==> config.mk <==
export PLATFORM = sky130hd
export DESIGN_NAME = fpu_normalizer_flat
export DESIGN_NICKNAME = d
export VERILOG_FILES = /design/src/rtl/fpu_pkg.sv /design/src/rtl/fpu_normalizer_if.sv /design/src/rtl/fpu_rounder.sv /design/src/rtl/fpu_normalizer.sv /design/src/flat_wrapper.sv
export SDC_FILE = /design/constraint.sdc
export NUM_CORES = 1
export LEC_CHECK = 0
export ABC_AREA = 1
export BUFFER_PORTS_ARGS = -buffer_cell sky130_fd_sc_hd__buf_2
export CAP_MARGIN = 20
export CORE_MARGIN = 2
export CORE_UTILIZATION = 40
export DETAILED_ROUTE_END_ITERATION = 8
export PLACE_DENSITY = 0.61
export SYNTH_ARGS = -nofsm -noshare
export SYNTH_HDL_FRONTEND = slang
export SYNTH_HIERARCHICAL = 1
export SYNTH_SLANG_ARGS = --single-unit
==> constraint.sdc <==
create_clock -name clk -period 7.8 [get_ports clk]
set_clock_uncertainty 0.1 [all_clocks]
set_input_delay 0.39 -clock clk [delete_from_list [all_inputs] [get_ports clk]]
set_output_delay 0.39 -clock clk [all_outputs]
set_load 0.005 [all_outputs]
==> src/rtl/fpu_pkg.sv <==
// Shared types and constants for the FPU normalize/round stage.
// Defaults describe binary64.
package fpu_pkg;

    localparam int K = 64;
    localparam int W = 11;
    localparam int T = 52;
    localparam int SW = T + 4;

    localparam int CARRY_B = T + 3;
    localparam int INT_B = T + 2;
    localparam int LSB_B = 2;
    localparam int GUARD_B = 1;
    localparam int ROUND_B = 0;

    localparam logic [W-1:0] EXP_ONES = '1;

    typedef enum logic [1:0] {
        S_IDLE,
        S_NORM,
        S_ROUND,
        S_DONE
    } state_e;

endpackage

==> src/rtl/fpu_normalizer_if.sv <==
// Operand-in / result-out handshake bundle of the normalizer.
// slave faces the normalizer, master faces adder and consumer.
interface fpu_normalizer_if;

    logic                        in_valid;
    logic                        in_ready;
    logic                        in_sign;
    logic [fpu_pkg::W-1:0]       in_exponent;
    logic [fpu_pkg::SW-1:0]      in_significand;
    logic                        in_sticky;
    logic                        out_valid;
    logic                        out_ready;
    logic [fpu_pkg::K-1:0]       out;
    logic                        overflow;
    logic                        inexact;

    modport slave (
        input  in_valid,
        input  in_sign,
        input  in_exponent,
        input  in_significand,
        input  in_sticky,
        input  out_ready,
        output in_ready,
        output out_valid,
        output out,
        output overflow,
        output inexact
    );

    modport master (
        output in_valid,
        output in_sign,
        output in_exponent,
        output in_significand,
        output in_sticky,
        output out_ready,
        input  in_ready,
        input  out_valid,
        input  out,
        input  overflow,
        input  inexact
    );

endinterface

==> src/rtl/fpu_rounder.sv <==
// Round-to-nearest-even on a normalized significand, with
// renormalization when the increment carries out of the integer bit.
module fpu_rounder
    import fpu_pkg::*;
(
    input  logic [SW-1:0] sig_i,
    input  logic          sticky_i,
    output logic [T:0]    sig_o,
    output logic          carry_o,
    output logic          inexact_o
);

    logic          lsb;
    logic          g;
    logic          r;
    logic          up;
    logic [T+1:0]  sum;

    always_comb begin
        lsb = sig_i[LSB_B];
        g = sig_i[GUARD_B];
        r = sig_i[ROUND_B] | sticky_i;
        up = g & (r | lsb);
        sum = sig_i[SW-1:2] + {{(T+1){1'b0}}, up};
        carry_o = sum[T+1];
        // a carry leaves 10.00..0, so dropping the low bit is exact
        sig_o = carry_o ? sum[T+1:1] : sum[T:0];
        inexact_o = g | r;
    end

endmodule

==> src/rtl/fpu_normalizer.sv <==
// Bit-serial normalize, RNE round and IEEE-754 pack behind the adder.
// One left shift per NORM cycle; result held in DONE until taken.
module fpu_normalizer
    import fpu_pkg::*;
(
    input logic              clk,
    input logic              rst,
    fpu_normalizer_if.slave  bus
);

    state_e          state_q, state_d;
    logic            sign_q, sign_d;
    logic [W:0]      exp_q, exp_d;
    logic [SW-1:0]   sig_q, sig_d;
    logic            sticky_q, sticky_d;
    logic [K-1:0]    out_q, out_d;
    logic            ovf_q, ovf_d;
    logic            inx_q, inx_d;

    logic [T:0]      rnd_sig;
    logic            rnd_carry;
    logic            rnd_inx;
    logic [W:0]      exp_r;

    fpu_rounder u_rounder (
        .sig_i     (sig_q),
        .sticky_i  (sticky_q),
        .sig_o     (rnd_sig),
        .carry_o   (rnd_carry),
        .inexact_o (rnd_inx)
    );

    always_ff @(posedge clk) begin
        if (rst) begin
            state_q  <= S_IDLE;
            sign_q   <= 1'b0;
            exp_q    <= '0;
            sig_q    <= '0;
            sticky_q <= 1'b0;
            out_q    <= '0;
            ovf_q    <= 1'b0;
            inx_q    <= 1'b0;
        end else begin
            state_q  <= state_d;
            sign_q   <= sign_d;
            exp_q    <= exp_d;
            sig_q    <= sig_d;
            sticky_q <= sticky_d;
            out_q    <= out_d;
            ovf_q    <= ovf_d;
            inx_q    <= inx_d;
        end
    end

    always_comb begin
        state_d  = state_q;
        sign_d   = sign_q;
        exp_d    = exp_q;
        sig_d    = sig_q;
        sticky_d = sticky_q;
        out_d    = out_q;
        ovf_d    = ovf_q;
        inx_d    = inx_q;
        exp_r    = exp_q + {{W{1'b0}}, rnd_carry};

        unique case (state_q)
            S_IDLE: begin
                if (bus.in_valid) begin
                    sign_d   = bus.in_sign;
                    exp_d    = {1'b0, bus.in_exponent};
                    sig_d    = bus.in_significand;
                    sticky_d = bus.in_sticky;
                    ovf_d    = 1'b0;
                    inx_d    = 1'b0;
                    if (bus.in_exponent == EXP_ONES) begin
                        out_d = {bus.in_sign, EXP_ONES,
                                 bus.in_significand[T+1:2]};
                        state_d = S_DONE;
                    end else if (bus.in_significand == '0 &&
                                 !bus.in_sticky) begin
                        out_d = {bus.in_sign, {(K-1){1'b0}}};
                        state_d = S_DONE;
                    end else begin
                        state_d = S_NORM;
                    end
                end
            end
            S_NORM: begin
                if (sig_q[CARRY_B]) begin
                    sig_d    = {1'b0, sig_q[SW-1:1]};
                    sticky_d = sticky_q | sig_q[0];
                    exp_d    = exp_q + (W+1)'(1);
                    state_d  = S_ROUND;
                end else if (sig_q[INT_B] || exp_q == (W+1)'(1)) begin
                    state_d = S_ROUND;
                end else begin
                    sig_d = {sig_q[SW-2:0], 1'b0};
                    exp_d = exp_q - (W+1)'(1);
                end
            end
            S_ROUND: begin
                inx_d = rnd_inx;
                // exp_r is one bit wider, so >= also catches 0x800
                if (exp_r >= {1'b0, EXP_ONES}) begin
                    out_d = {sign_q, EXP_ONES, {T{1'b0}}};
                    ovf_d = 1'b1;
                end else begin
                    out_d = {sign_q,
                             rnd_sig[T] ? exp_r[W-1:0] : {W{1'b0}},
                             rnd_sig[T-1:0]};
                    ovf_d = 1'b0;
                end
                state_d = S_DONE;
            end
            S_DONE: begin
                if (bus.out_ready) begin
                    state_d = S_IDLE;
                end
            end
            default: begin
                state_d = S_IDLE;
            end
        endcase
    end

    assign bus.in_ready  = (state_q == S_IDLE);
    assign bus.out_valid = (state_q == S_DONE);
    assign bus.out       = out_q;
    assign bus.overflow  = ovf_q;
    assign bus.inexact   = inx_q;

endmodule

==> src/flat_wrapper.sv <==
// flat-port wrapper written by rule: the top's interface ports become plain ports
module fpu_normalizer_flat import fpu_pkg::*;
  (clk, rst, bus_in_valid, bus_in_sign, bus_in_exponent, bus_in_significand, bus_in_sticky, bus_out_ready, bus_in_ready, bus_out_valid, bus_out, bus_overflow, bus_inexact);
  fpu_normalizer_if bus_i ();
  input logic clk;
  input logic rst;
  input wire logic [$bits(bus_i.in_valid)-1:0] bus_in_valid;
  input wire logic [$bits(bus_i.in_sign)-1:0] bus_in_sign;
  input wire logic [$bits(bus_i.in_exponent)-1:0] bus_in_exponent;
  input wire logic [$bits(bus_i.in_significand)-1:0] bus_in_significand;
  input wire logic [$bits(bus_i.in_sticky)-1:0] bus_in_sticky;
  input wire logic [$bits(bus_i.out_ready)-1:0] bus_out_ready;
  output wire logic [$bits(bus_i.in_ready)-1:0] bus_in_ready;
  output wire logic [$bits(bus_i.out_valid)-1:0] bus_out_valid;
  output wire logic [$bits(bus_i.out)-1:0] bus_out;
  output wire logic [$bits(bus_i.overflow)-1:0] bus_overflow;
  output wire logic [$bits(bus_i.inexact)-1:0] bus_inexact;
  assign bus_i.in_valid = bus_in_valid;
  assign bus_i.in_sign = bus_in_sign;
  assign bus_i.in_exponent = bus_in_exponent;
  assign bus_i.in_significand = bus_in_significand;
  assign bus_i.in_sticky = bus_in_sticky;
  assign bus_i.out_ready = bus_out_ready;
  assign bus_in_ready = bus_i.in_ready;
  assign bus_out_valid = bus_i.out_valid;
  assign bus_out = bus_i.out;
  assign bus_overflow = bus_i.overflow;
  assign bus_inexact = bus_i.inexact;
  fpu_normalizer u_core (.clk(clk), .rst(rst), .bus(bus_i));
endmodule
==> results of run 1 <==
where the power goes:
part | internal, uW | switching [uW] | leakage [uW]
combinational | 709 | 1370 | 0.00407
sequential | 998 | 321 | 0.00114
clock | 449 | 358 | 0.000273
critical path: stages, from the launching register on:
cell and delay [ps]:
dfxtp_1 490, nand2_2 130, nor2_4 140, nand2_2 130
nor2_8 180, nand2_4 100, nor2_4 120, nand2_2 290
nand2_2 170, buf_4 470, ha_1 320, nand3_2 130
inv_2 120, nand3_1 170, xor2_4 840, buf_4 480
nand3_1 130, nand2_1 100, a21oi_1 70
area by class of cell:
| type | instances | share of cell area |
|---|---|---|
| repair buffers | 151 | 0.0664 |
| multi-input cells | 1477 | 0.566 |
| clock inverters | 13 | 0.0101 |
| inverters | 176 | 0.0552 |
| clock buffers | 18 | 0.0366 |
| flip-flops and latches | 138 | 0.230 |
| well taps | 335 | 0.0350 |
cells by family after synthesis:
kind of cell             Yosys count
XOR/XNOR                          38
AO/OA/AOI/OAI                    285
AND/OR/NAND/NOR                 1142
flip-flops                       138
adder cells (fa/ha/maj)           12
buffers and inverters            284
routing by layer:
metal / routed length [um] / up-vias
met4: 577 / 0
met2: 16900 / 360
met5: 0 / -
met3: 1670 / 34
met1: 16400 / 5596
li1: - / 6188
final timing paths:
path / end / slack (ps) / cells past startpoint
min: u_core/sign_q / 120 / 3
min reg2reg: u_core/bus.out[63] / 370 / 2
max reg2reg: u_core/bus.out[58] / 2920 / 18
max: u_core/bus.out[58] / 2920 / 18
registers in the layout (all words and copies together) (netlist names):
name	cells
u_core/bus.out	64
u_core/sig_q	56
u_core/exp_q	12
u_core/state_q	2
u_core/bus.inexact	1
u_core/bus.overflow	1
u_core/sign_q	1
u_core/sticky_q	1
layout by cell type, fill, tap and decap left out, drive strengths merged:
master    instances
dfxtp           138
a31oi             3
nand2           598
xor2             20
o22ai             1
ha               12
o21ai           135
nor2            315
nand3           140
or2               4
o31ai             1
o221ai            1
buf             151
a211oi            1
o211a             1
o211ai            4
xnor2            18
nor3              7
a21oi           137
nand3b            7
and2              2
clkbuf           18
bufinv            1
nand4            69
clkinvlp          2
o21bai            1
inv             176
clkinv           10
metrics by stage:
step | std cells | power (uW) | util | setup slack (ps) | hold WS, ps
after floorplan | 1899 | 2790 | - | 4780 | 332
after global placement | 2276 | 3360 | 0.437 | 3190 | 351
after detailed placement | 2276 | 3380 | 0.437 | 3030 | 353
after CTS | 2307 | 4200 | 0.458 | 2980 | 115
after global routing | 2308 | 4590 | 0.459 | 2500 | 135
final | 2308 | 4200 | 0.459 | 2920 | 120
==> impl_results.md, run 1 <==
- GRT Total Usage: 0.252
- Die Y: 167 um
- Max Cap Violations: 0
- Die ar.: 28000 sq um
- Final #Nets: 2046
- Leakage: 0.00548 uW
- Min-Delay Path Class: in -> reg
- Sequential cell area: 2760 sq um
- Seq cells post-synth: 138
- Min cycle time layout: 4880 ps
- Via count: 12178
- Xor/xnor share of the synthesized area: 0.0319
- CP Class: reg -> reg
- Seq/Total Area, Yosys: 0.259
- Final Setup Violations: 0
- Core Region: 26100 sq um
- Hold Vio Cnt, Final: 0
- R2R Path Start: u_core/sig_q[6]
- Placed inst area: 11400 sq um
- I/O pins: 141
- # hold bufs at CTS: 0
- DRC: 11
- Worst-margin pin slew: 998 ps
- Met3 usage: 0.0305
- Final wirelength: 35.6 mm
- Compound-gate portion of the synthesized area: 0.138
- Resize count post-CTS: 0
- Status: finished, violations left
- Worst VDD drop: 0.000160 V
- Post-synthesis mux area share: 0
- Cells after synthesis: 1899
- Multi-input gate area: 6790 sq um
- Failing checks: DRC
- Max clock buf depth: 2
- CP startpoint kind: register
- Top cells by count, synth: 589 x nand2_1, 302 x nor2_1, 166 x inv_1
- Vias in the first global route: 11193
- Synthesized net count: 1984
- Routed WL per cell: 15.4 um
- Row count: 59
- Number of filler cells placed in the layout: 2924
- CTS tree: yes
- Via density: 5.28
- Netlist cell types: 41
- Global-route wire length before repair: 58.2 mm
- Skew-Pair Late Insertion Delay: 430 ps
- Crit path max fanout: 53
- Fin area: 12000 sq um
- Share of the clock period used by the worst path: 0.626
- Async set or reset register ratio after synthesis: 0
- Synth top area cells: dfxtp_1 26%, nand2_1 21%, nor2_1 11%
- Avg Inst Size Synth: 5.62 sq um
- RSZ-0062 raised after global routing: no
- Most common cell in the netlist: nand2_1
- DRT iter0 DRCs: 988
- Worst slew margin: 0.333
- Predominant post-synthesis flop cell: dfxtp_1
- Worst endpoint data arrival time: 5070 ps
- Synthesis-to-finish area growth: 12.4%
- Ys Warns: 6
- Global routing usage on met1: 0.339
- Total gr overflow: 0
- WP data required: 7990 ps
- Busiest grt layer: met2
- Post-synthesis adder-cell area fraction: 0.0141
- CTS buffer count: 17
- Largest family of logic cells by synthesized area: simple AND/OR/NAND/NOR gates
- CTS sink count: 138
- Post-CTS setup buffer count: 0
- TNS Setup: 0 ps
- Layout cells sized above 1: 0.114
- Simple-gate portion of the synthesized area: 0.450
- Clk root buf: clkbuf_16
- I/O Buffers: 140
- Grt met2 use: 0.433
- Antenna viol nets, final: 0
- Die width: 167 um
- Mapped cell area: 10700 sq um
- Final GP Congestion: 0.984
- Antenna diode count: 0
- H-tree depth: 4
- Pin count of the biggest net entering global routing: 75
- 1st-pass router iterations: 8
- Max Slew Vio Count: 0
- Initial antenna violation count: 0
- Worst setup path start: u_core/sig_q[6]
- Synth area leader: dfxtp_1
- Initial Util: 0.408
- Fmax: 205 MHz
- Hold Path Origin: bus_in_sign
- DP HPWL: 25.0 mm
- Power Density: 350 nW/um^2
- Post-synth EDFFs: 0
- Post-synth top area share: 0.259
- Clock Pin Slew Worst Setup and Hold Paths: 70 ps
- Critical path capture point type: register
Note: power is estimated with default switching activity, not from simulation.
==> inputs of run 2 (changes only) <==
- ABC_AREA: 1 -> 0
- clock period: 7.8 -> 4.9 ns (I/O delays scaled with it)
==> run 2 against run 1 <==
- the run now ends clean
- sequential power up 61%
- non-clock buffer count up 18
- combinational power up 46%
- critical path depth down 4
- die area down 7.5%
- final area down 5.1%
- setup slack worse by 2500 ps
- routed wire length down 9.5%
- largest cell class unchanged
==> impl_results.md, run 2 <==
- Flop pwr share: 0.326 (+0.012)
- Most frequent cells in the layout: 170 x nor2_1, 140 x buf_2, 137 x dfxtp_1
- Status: complete, no violations
- Clk root buf: clkbuf_16
- WP data required: 5140 ps (-2850 ps)
- Hold Vio Cnt, Final: 0 (unchanged)
- Layout cells sized above 1: 0.206 (+0.0923)
- Skew-Pair Late Insertion Delay: 430 ps (about the same)
- Commonest non-fill, non-tap cell in the layout: nor2_1
- Avg Inst Size Synth: 7.83 sq um (+39%)
- DRT iter0 DRCs: 934 (-5.5%)
- Synth top area cells: dfxtp_1 28%, a221oi_2 7.9%, nor2_1 6.6%
- Resize count post-CTS: 0 (unchanged)
- Row count: 57 (-3.4%)
- Worst endpoint data arrival time: 4750 ps (-320 ps)
- Max reg flops: 64 (unchanged)
- Min-Delay Path Class: in -> reg
- Pin count of the biggest net entering global routing: 110 (+47%)
- Netlist cell types: 77 (+88%)
- Synthesized net count: 1342 (-32%)
- Most used cell, CP: ha_1
- Seq/Total Area, Yosys: 0.281 (+0.0216)
- Clock Pin Slew Worst Setup and Hold Paths: 60 ps (about the same)
- Initial antenna violation count: 0 (unchanged)
- Max Slew Vio Count: 0 (unchanged)
- R2R cell count: 14 (-4)
- Most common cell in the netlist: nor2_1
- Antenna diode count: 0 (unchanged)
- H-tree depth: 4 (unchanged)
- Finished Core Util: 0.469 (+0.0102)
- Ys Warns: 6 (unchanged)
- Crit path max fanout: 11 (-79%)
- Vias in the first global route: 9036 (-19%)
- Hold depth: 3 (unchanged)
- CP Class: reg -> reg
- Final Setup Violations: 0 (unchanged)
- Placed inst area: 10700 sq um (-6.0%)
- Fmax: 222 MHz (+8.3%)
- RSZ-0062 raised after global routing: no
- Hold Path Origin: bus_in_sticky
- Die width: 161 um (-3.8%)
- Mapped cell area: 9850 sq um (-7.7%)
- # hold bufs at CTS: 2 (+2)
- Post-synth top area share: 0.281 (+0.0216)
- Async set or reset register ratio after synthesis: 0 (unchanged)
- Total gr overflow: 0 (unchanged)
- Leakage: 0.00457 uW (-17%)
- Slowest CP cell: dfxtp_1
- Synthesis-to-finish area growth: 15.5%
- R2R Path Start: u_core/sig_q[43]
- Final wirelength: 32.2 mm (-9.5%)
- TNS Setup: 0 ps (unchanged)
- Fin area: 11400 sq um (-5.1%)
- Min cycle time layout: 4510 ps (-375 ps)
- Worst Hold Endpoint: u_core/sticky_q
- Final GP Congestion: 0.883 (-10%)
- Worst VDD drop: 0.000240 V (+50%)
- Cells after synthesis: 1257 (-34%)
- Routed WL per cell: 19.3 um (+25%)
- Synth area leader: dfxtp_1
- DRC: 0 (-11)
- DP HPWL: 22.3 mm (-11%)
- Largest stage delay on the critical path: 560 ps (-280 ps)
- Gate power share: 0.467 (-0.027)
- Worst-margin pin slew: 1050 ps (+54.8 ps)
- Critical path capture point type: register
- Power Density: 573 nW/um^2 (+64%)
- Global-route wire length before repair: 51.3 mm (-12%)
- Critical path, cell by cell: nand3_2, or3_4, nor4_4, nand3_4, nand2_4, inv_4, ha_1, ha_1, nor2_1, or4b_1, and4_1, o31ai_1, a21oi_1, a311oi_1
- CP startpoint kind: register
- Post-CTS setup buffer count: 0 (unchanged)
- Core Region: 24200 sq um (-7.2%)
- Family with the most delay on the worst path: simple AND/OR/NAND/NOR gates
- Internal power: 3500 uW (+62%)
- CTS tree: yes
- 1st-pass router iterations: 6 (-2)
- Post-synth EDFFs: 0 (unchanged)
- Worst reg-to-reg setup slack: 390 ps (-2520 ps)
- Sw Ratio: 0.463 (-0.0239)
- Initial Util: 0.406 (-0.00218)
- Die ar.: 25900 sq um (-7.5%)
- Predominant post-synthesis flop cell: dfxtp_1
- CTS buffer count: 17 (unchanged)
- GRT Total Usage: 0.244 (-0.00803)
- Seq cells post-synth: 138 (unchanged)
- Die Y: 161 um (-3.8%)
- Antenna viol nets, final: 0 (unchanged)
- Worst hold slack: 5.30 ps (-115 ps)
- P_sw: 3020 uW (+48%)
- Worst slew margin: 0.298 (-0.0355)
- Final #Nets: 1419 (-31%)
- Part of the power in the clock network: 0.207 (+0.015)
- Max Cap Violations: 0 (unchanged)
- Reg2reg end: u_core/bus.out[55]
- Buffers & Inverters on Critical Path: 1 (-2)
- Top cells by count, synth: 173 x nor2_1, 138 x dfxtp_1, 106 x a21oi_1
- Max clock buf depth: 2 (unchanged)
- Share of the clock period used by the worst path: 0.919 (+0.294)
- I/O Buffers: 140 (unchanged)
- Via density: 6.05 (+15%)
- CTS sink count: 138 (unchanged)
- I/O pins: 141 (unchanged)
- Via count: 10104 (-17%)
-- run 2: cell types whose count changed after synthesis, moves of 53 or more --
cell | previous run | this run
nor3_1 | 7 | 89
a22oi_1 | 0 | 55
nand2_1 | 589 | 67
inv_1 | 166 | 20
a22o_1 | 0 | 53
o21ai_0 | 120 | 36
nor2_1 | 302 | 173
nand3_1 | 137 | 42
-- run 2: final cells by class --
cell class	count	area [sq um]
clock inverter	11	146
sequential	138	2760
timing repair buffer	169	961
tap	324	405
clock buffer	20	457
inverter	22	85.1
multi-input combinational	986	6560
fill	2467	12900
-- run 2: how the worst max path moves through the flow --
stage,startpoint,endpoint,cells after the start
floorplan,u_core/sig_q[44],u_core/bus.out[0],19
global placement,u_core/sig_q[43],u_core/bus.out[55],14
detailed placement,u_core/sig_q[43],u_core/bus.out[55],14
CTS,u_core/sig_q[43],u_core/bus.out[55],14
global route,u_core/sig_q[43],u_core/bus.out[55],14
finish,u_core/sig_q[43],u_core/bus.out[55],14
-- run 2: per-layer routing --
layer,vias up,track usage,part of all wire
met5,-,0,0
met4,0,0.0629,0.015
met3,35,0.0382,0.069
met2,391,0.366,0.43
met1,4784,0.364,0.48
li1,4894,-,-
-- run 2: logic make-up (layout without fill, tap and decap cells) --
logic type	Yosys count	after routing	synth area share
fa+ha+maj	12	12	0.0152
buf+inv	133	222	0.0606
xor+xnor	53	53	0.0471
simple gates	503	503	0.256
compound gates	392	392	0.313
mux	26	26	0.0272
flops	138	138	0.281
-- run 2: power by group through the flow --
stage	clock, uW	sequential (uW)	combinational (uW)
after detailed placement	0	2130	2990
after CTS	1370	2110	3000
after floorplan	0	1900	2370
after global placement	0	2130	2960
final	1350	2130	3040
after global routing	1420	2200	3360
-- run 2: tightest hold or removal path, cell delays in order --
cell and delay, ps:
buf_2 90, nor3_1 40, nor3_1 110
-- run 2: stage by stage --
stage | setup slack [ps] | std cells | total power [uW]
global placement | 467 | 1636 | 5090
detailed placement | 436 | 1636 | 5110
finish | 395 | 1670 | 6520
global route | 119 | 1670 | 6980
CTS | 373 | 1669 | 6480
floorplan | 572 | 1257 | 4260
